### src/rtl/apb_mux_pkg.sv
// Shared types and constants for the APB completer multiplexer with
// access-phase watchdog.
package apb_mux_pkg;

    // Widest PRDATA the zero constant covers.
    localparam int MAX_DATA_W = 1024;
    localparam logic [MAX_DATA_W-1:0] ZERO_DATA = '0;

    // Smallest legal watchdog counter width.
    localparam int WDT_MIN_W = 1;

    typedef logic [1:0] state_t;

    localparam state_t ST_IDLE   = 2'd0;
    localparam state_t ST_SETUP  = 2'd1;
    localparam state_t ST_ACCESS = 2'd2;
    localparam state_t ST_ABORT  = 2'd3;

    // Width needed to hold 0..timeout; never narrower than one bit.
    function automatic int wdt_cnt_w(input int timeout);
        if (timeout < 1) begin
            return WDT_MIN_W;
        end
        return (timeout + 1 > 2) ? $clog2(timeout + 1) : WDT_MIN_W;
    endfunction

endpackage

### src/rtl/apb_mux_watchdog.sv
// Access-phase watchdog: counts consecutive not-ready access cycles and
// pulses expire_o in the last allowed cycle. TIMEOUT=0 removes the counter.
module apb_mux_watchdog
    import apb_mux_pkg::*;
#(
    parameter int TIMEOUT = 64
) (
    input  logic clk_i,
    input  logic rst_i,
    input  logic in_access_i,
    input  logic ready_i,
    output logic expire_o
);

    generate
        if (TIMEOUT == 0) begin : g_bypass
            logic unused_wdt;
            assign unused_wdt = ^{clk_i, rst_i, in_access_i, ready_i};
            assign expire_o   = 1'b0;
        end else begin : g_count
            localparam int CW = wdt_cnt_w(TIMEOUT);
            localparam logic [CW-1:0] CNT_MAX  = CW'(TIMEOUT);
            localparam logic [CW-1:0] CNT_LAST = CW'(TIMEOUT - 1);

            logic [CW-1:0] cnt_q, cnt_d;

            // Count stalled access cycles, cleared outside ACCESS, saturating.
            always_comb begin
                cnt_d = cnt_q;
                if (!in_access_i) begin
                    cnt_d = '0;
                end else if (!ready_i && (cnt_q != CNT_MAX)) begin
                    cnt_d = cnt_q + CW'(1);
                end
            end

            // Counter register.
            always_ff @(posedge clk_i) begin
                if (rst_i) begin
                    cnt_q <= '0;
                end else begin
                    cnt_q <= cnt_d;
                end
            end

            // This stalled cycle brings the count to TIMEOUT: abort next cycle.
            assign expire_o = in_access_i & ~ready_i & (cnt_q == CNT_LAST);
        end
    endgenerate

endmodule

### src/rtl/apb_slave_mux_wdt.sv
// APB completer multiplexer with per-transfer access-phase watchdog, sticky
// per-port hung quarantine and error response for unreachable decodes.
// Optional build macro: APB_MUX_ERRCNT_EN adds a saturating error-transfer
// counter (ERR_CNT) with a synchronous clear (ERR_CNT_CLR).
//
// state  | meaning
// IDLE   | no transfer in flight; PSEL high here is the setup phase
// SETUP  | setup phase of a back-to-back transfer
// ACCESS | access phase, waiting for the completer (watchdog running)
// ABORT  | one-cycle error completion after watchdog expiry
module apb_slave_mux_wdt
    import apb_mux_pkg::*;
#(
    parameter int                   DEC_W     = 4,
    parameter int                   NUM_PORTS = 4,
    parameter logic [NUM_PORTS-1:0] PORT_EN   = '1,
    parameter int                   DATA_W    = 32,
    parameter int                   TIMEOUT   = 64
) (
    input  logic                          PCLK,
    input  logic                          PRESET,
    input  logic [DEC_W-1:0]              DECODE,
    input  logic                          PSEL,
    input  logic                          PENABLE,
    output logic [NUM_PORTS-1:0]          PSELS,
    input  logic [NUM_PORTS-1:0]          PREADYS,
    input  logic [NUM_PORTS*DATA_W-1:0]   PRDATAS,
    input  logic [NUM_PORTS-1:0]          PSLVERRS,
    output logic                          PREADY,
    output logic [DATA_W-1:0]             PRDATA,
    output logic                          PSLVERR,
    output logic [NUM_PORTS-1:0]          HUNG,
    input  logic [NUM_PORTS-1:0]          HUNG_CLR,
    output logic                          TIMEOUT_IRQ
`ifdef APB_MUX_ERRCNT_EN
    ,
    output logic [15:0]                   ERR_CNT,
    input  logic                          ERR_CNT_CLR
`endif
);

    localparam logic [DATA_W-1:0] ZERO_D = ZERO_DATA[DATA_W-1:0];

    state_t               state_q, state_d;
    logic [NUM_PORTS-1:0] hung_q, hung_d;
    logic [NUM_PORTS-1:0] hit, set_vec;
    logic [DEC_W-1:0]     abort_port_q, abort_port_d;
    logic                 rdy_sel, err_sel;
    logic [DATA_W-1:0]    data_sel;
    logic                 dec_valid, in_access, in_abort, expire;

    // The FSM follows PSEL alone; PENABLE in IDLE is therefore handled as setup.
    logic unused_penable;
    assign unused_penable = PENABLE;

    assign in_access = (state_q == ST_ACCESS);
    assign in_abort  = (state_q == ST_ABORT);

    // Decode to a reachable port and pick its completer signals.
    always_comb begin
        hit      = '0;
        rdy_sel  = 1'b0;
        err_sel  = 1'b0;
        data_sel = ZERO_D;
        for (int i = 0; i < NUM_PORTS; i++) begin
            if (PSEL && (DECODE == DEC_W'(i)) && PORT_EN[i] && !hung_q[i]) begin
                hit[i]   = 1'b1;
                rdy_sel  = PREADYS[i];
                err_sel  = PSLVERRS[i];
                data_sel = PRDATAS[i*DATA_W +: DATA_W];
            end
        end
    end

    assign dec_valid = |hit;
    assign PSELS     = in_abort ? '0 : hit;

    // Requester-side response: abort, idle, normal mux or decode error.
    always_comb begin
        PREADY  = 1'b1;
        PSLVERR = 1'b0;
        PRDATA  = ZERO_D;
        if (in_abort) begin
            PSLVERR = 1'b1;
        end else if (PSEL) begin
            if (dec_valid) begin
                PREADY  = rdy_sel;
                PSLVERR = err_sel;
                PRDATA  = data_sel;
            end else begin
                PSLVERR = in_access;
            end
        end
    end

    apb_mux_watchdog #(
        .TIMEOUT (TIMEOUT)
    ) u_wdt (
        .clk_i       (PCLK),
        .rst_i       (PRESET),
        .in_access_i (in_access),
        .ready_i     (PREADY),
        .expire_o    (expire)
    );

    // Transfer sequencing; the aborted port index is captured at expiry.
    always_comb begin
        state_d      = state_q;
        abort_port_d = abort_port_q;
        case (state_q)
            ST_IDLE: begin
                if (PSEL) begin
                    state_d = ST_ACCESS;
                end
            end
            ST_SETUP: begin
                state_d = PSEL ? ST_ACCESS : ST_IDLE;
            end
            ST_ACCESS: begin
                if (expire) begin
                    state_d      = ST_ABORT;
                    abort_port_d = DECODE;
                end else if (PREADY) begin
                    state_d = PSEL ? ST_SETUP : ST_IDLE;
                end
            end
            ST_ABORT: begin
                state_d = ST_IDLE;
            end
            default: begin
                state_d = ST_IDLE;
            end
        endcase
    end

    // Quarantine set at the end of ABORT; a same-cycle clear loses to the set.
    always_comb begin
        for (int i = 0; i < NUM_PORTS; i++) begin
            set_vec[i] = in_abort && (abort_port_q == DEC_W'(i));
        end
        hung_d = (hung_q & ~HUNG_CLR) | set_vec;
    end

    // State, abort index and hung flags.
    always_ff @(posedge PCLK) begin
        if (PRESET) begin
            state_q      <= ST_IDLE;
            abort_port_q <= '0;
            hung_q       <= '0;
        end else begin
            state_q      <= state_d;
            abort_port_q <= abort_port_d;
            hung_q       <= hung_d;
        end
    end

    assign HUNG        = hung_q;
    assign TIMEOUT_IRQ = |hung_q;

`ifdef APB_MUX_ERRCNT_EN
    logic [15:0] err_cnt_q, err_cnt_d;
    logic        err_evt;

    // A transfer completes in ACCESS with PREADY, or in ABORT.
    assign err_evt = (in_access | in_abort) & PREADY & PSLVERR;

    // Saturating error-transfer count; clear has priority over increment.
    always_comb begin
        err_cnt_d = err_cnt_q;
        if (ERR_CNT_CLR) begin
            err_cnt_d = '0;
        end else if (err_evt && (err_cnt_q != 16'hFFFF)) begin
            err_cnt_d = err_cnt_q + 16'd1;
        end
    end

    // Error counter register.
    always_ff @(posedge PCLK) begin
        if (PRESET) begin
            err_cnt_q <= '0;
        end else begin
            err_cnt_q <= err_cnt_d;
        end
    end

    assign ERR_CNT = err_cnt_q;
`endif

endmodule

### config.mk
export PLATFORM = sky130hd
export DESIGN_NAME = apb_slave_mux_wdt
export DESIGN_NICKNAME = d
export VERILOG_FILES = /design/src/rtl/apb_mux_pkg.sv /design/src/rtl/apb_mux_watchdog.sv /design/src/rtl/apb_slave_mux_wdt.sv
export SDC_FILE = /design/constraint.sdc
export NUM_CORES = 1
export LEC_CHECK = 0
export BUFFER_PORTS_ARGS = -buffer_cell sky130_fd_sc_hd__buf_2
export CORE_MARGIN = 2
export CORE_UTILIZATION = 30
export CTS_CLUSTER_SIZE = 16
export DETAILED_ROUTE_END_ITERATION = 6
export PLACE_DENSITY = 0.83
export SKIP_CTS_REPAIR_TIMING = 1
export SYNTH_ARGS = -nofsm -noshare
export SYNTH_HDL_FRONTEND = slang
export SYNTH_SLANG_ARGS = --single-unit
### constraint.sdc
create_clock -name PCLK -period 5.65 [get_ports PCLK]
set_input_delay 0.8475 -clock PCLK [delete_from_list [all_inputs] [get_ports PCLK]]
set_output_delay 0.8475 -clock PCLK [all_outputs]
set_load 0.02 [all_outputs]
==> results.py <==
metrics = {
    "outcome": {
        "status": "complete, but fails checks",
        "violations": "DRC",
    },
    "worst_hold_path": {
        "hp-class": "reg -> reg",
        "min_to": "abort_port_q[3]$_SDFFE_PP0P_",
        "min_from": "abort_port_q[3]$_SDFFE_PP0P_",
        "hold_depth": 1,
    },
    "pwr": {
        "seqPwrFrac_pct": 39.8,
        "p_int_mw": 0.220,
        "clkPwrFrac_pct": 30.2,
        "p_leak_nw": 1.27,
        "combPwrFrac_pct": 29.9,
        "power.density_mw_per_mm2": 111,
        "p_sw_mw": 0.0857,
        "p_sw_share_pct": 28.1,
        "vdd_drop_max_v": 0.0000916,
    },
    "yosys": {
        "ys_warn_count": 0,
        "syn_inst": 241,
        "synth_nets": 391,
        "synth_seq_area_share_pct": 19.2,
        "synth_top_area_share_pct": 19.2,
        "synthArstFlopShare_pct": 0,
        "avgSynthCellArea_um2": 7.35,
        "synth_edf_count": 0,
        "ys_seq_elements": 17,
        "synth_ff_type": "dfxtp_1",
        "synth_top_area_cell": "dfxtp_1",
        "syn-cell-area_mm2": 0.00177,
        "ys_types": 47,
        "synthTopCellsByCount": "a21oi_1 (43), nand2_1 (40), a222oi_1 (31)",
        "yosysMostFrequentCell": "a21oi_1",
        "synth_area_leaders": "dfxtp_1 (19%), a222oi_1 (18%), a21oi_1 (12%)",
    },
    "setup_path": {
        "rr_worst_depth": 5,
        "crit_type": "in -> out",
        "r2r-end": "abort_port_q[0]$_SDFFE_PP0P_",
        "crit_fanout": 33,
        "crit_required_ps": 4800,
        "end_kind": "primary output",
        "r2r_start": "HUNG[3]$_SDFF_PP0_",
        "critPathLaunchType": "primary input",
        "reg2reg_slack_ps": 3030,
        "critical_path_arrival_ps": 3550,
    },
    "route": {
        "wl_per_cell_um": 16.5,
        "drt_iter0_drc": 228,
        "drt_wl_total_um": 8010,
        "drcViolationCount": 9,
        "first_pass_iters": 7,
        "antenna_left": 0,
        "viasPerCell": 5.66,
        "vias": 2746,
    },
    "cells_and_area": {
        "area_growth_pct": 54.7,
        "fillers": 584,
        "final_layout_size_suffix_gt1_share_pct": 50.8,
        "nNetsFinal": 564,
        "antenna_cells": 0,
        "stdcell_count": 485,
        "final_util_pct": 48.9,
    },
    "floorplan": {
        "num_io_pins": 191,
        "chipWidth_um": 80.9,
        "coreArea_mm2": 0.00561,
        "placementRows": 27,
        "die_h_um": 80.9,
        "dieArea_mm2": 0.00654,
        "start_util_pct": 31.6,
    },
    "grt": {
        "antenna_found_initial": 0,
        "grt_pass1_vias": 2377,
        "grt_max_degree": 34,
        "grtUsageTotal_pct": 21.2,
        "grt_first_pass_wirelength_um": 10900,
        "overflow": 0,
    },
    "timing": {
        "tns_ps": 0,
        "fin_crit_ps": 4400,
        "hold_violations": 0,
        "max_freq_ghz": 0.227,
        "setup_slack_ps": 1250,
        "post-route-period-util_pct": 77.9,
        "tightest_slew_ps": 1320,
        "finalMaxSlewViolations": 0,
        "skew_ps": 5.08,
        "slew_headroom_pct": 11.8,
        "rsz0062_at_grt": "false",
        "setup_violations": 0,
    },
    "placement": {
        "gp_congestion": 0.895,
        "dp_cells": 481,
        "pre_cts_ws_ps": 1270,
        "port_buffers": 189,
        "hpwl_um": 6120,
    },
    "clocking": {
        "cts.clk_slew.worst_paths_ps": 60,
        "clockBufferDepth": 2,
        "insertion_delay_ps": 250,
        "clock-root-buffer": "clkbuf_8",
        "numCtsBuffers": 3,
        "cts_htree_levels": 1,
        "tritoncts": "yes",
        "cts.sinks": 17,
    },
    "flow_run": {
        "drv_cap": 0,
    },
}
-- how the worst max path moves through the flow --
stage                       to  slack [ps]       from  cells past startpoint
floorplan           PRDATA[10]        2200  DECODE[2]                      6
global placement    PRDATA[31]        1360  DECODE[0]                      6
detailed placement  PRDATA[31]        1270  DECODE[0]                      6
CTS                 PRDATA[31]        1270  DECODE[0]                      6
global route        PRDATA[31]        1070  DECODE[0]                      6
finish              PRDATA[31]        1250  DECODE[0]                      6
-- state kept, by name, indices dropped and copies added, names as in the netlist --
name and count:
HUNG 4, state_q 2, abort_port_q 4, u_wdt.g_count.cnt_q 7
-- layout make-up --
class	instances	area, um^2	share of cell area, %
flip-flops and latches	17	340	12.4
clock buffers	4	45.0	1.64
repair buffers	192	968	35.3
well taps	72	90.1	3.29
inverters	7	26.3	0.958
multi-input cells	193	1270	46.4
-- logic make-up after synthesis --
| family | share of synthesized area (%) |
|---|---|
| AND/OR/NAND/NOR | 31.4 |
| AO/OA/AOI/OAI | 36.9 |
| buffers and inverters | 9.82 |
| flip-flops | 19.2 |
| adder cells (fa/ha/maj) | 1.41 |
| multiplexers | 1.27 |
-- layer usage --
metal | vias to the layer above | wire length (um) | GRT usage (%)
met5 | - | 0 | 0
met4 | 0 | 262 | 9.49
li1 | 1303 | - | -
met3 | 20 | 737 | 3.56
met2 | 155 | 3990 | 37.8
met1 | 1268 | 3030 | 24.7
-- power groups by stage --
stage | Clock, mW | Sequential [mW] | Combinational, mW
5_1_grt | 0.0988 | 0.122 | 0.0988
3_3_place_gp | 0 | 0.124 | 0.0875
4_1_cts | 0.0929 | 0.122 | 0.0909
2_1_floorplan | 0 | 0.124 | 0.0349
6_report | 0.0922 | 0.122 | 0.0914
3_5_place_dp | 0 | 0.124 | 0.0904
-- per-stage QoR --
stage	power [mW]	instance area, um^2	hold slack (ps)
2_1_floorplan	0.159	1770	458
3_3_place_gp	0.212	2700	462
3_5_place_dp	0.215	2700	466
4_1_cts	0.305	2740	475
5_1_grt	0.319	2740	496
6_report	0.305	2740	475
-- placed cells by master, fill, tap and decap left out, types with 4 or more instances in the layout --
master      n
buf_2     189
nor2_1     10
nand2_1    40
o21ai_0     4
a222oi_1   31
o31ai_1     5
and2_1      4
nor3b_1     4
inv_1       7
a21oi_1    43
or4_2       4
nand3_1     4
dfxtp_1    17
-- critical path: stages --
cell and delay [ps]:
buf_2 150, nor4b_1 670, and2_1 1120, a222oi_1 340, a21oi_1 210, buf_2 210
No activity file was read; power rests on OpenSTA's default activity.
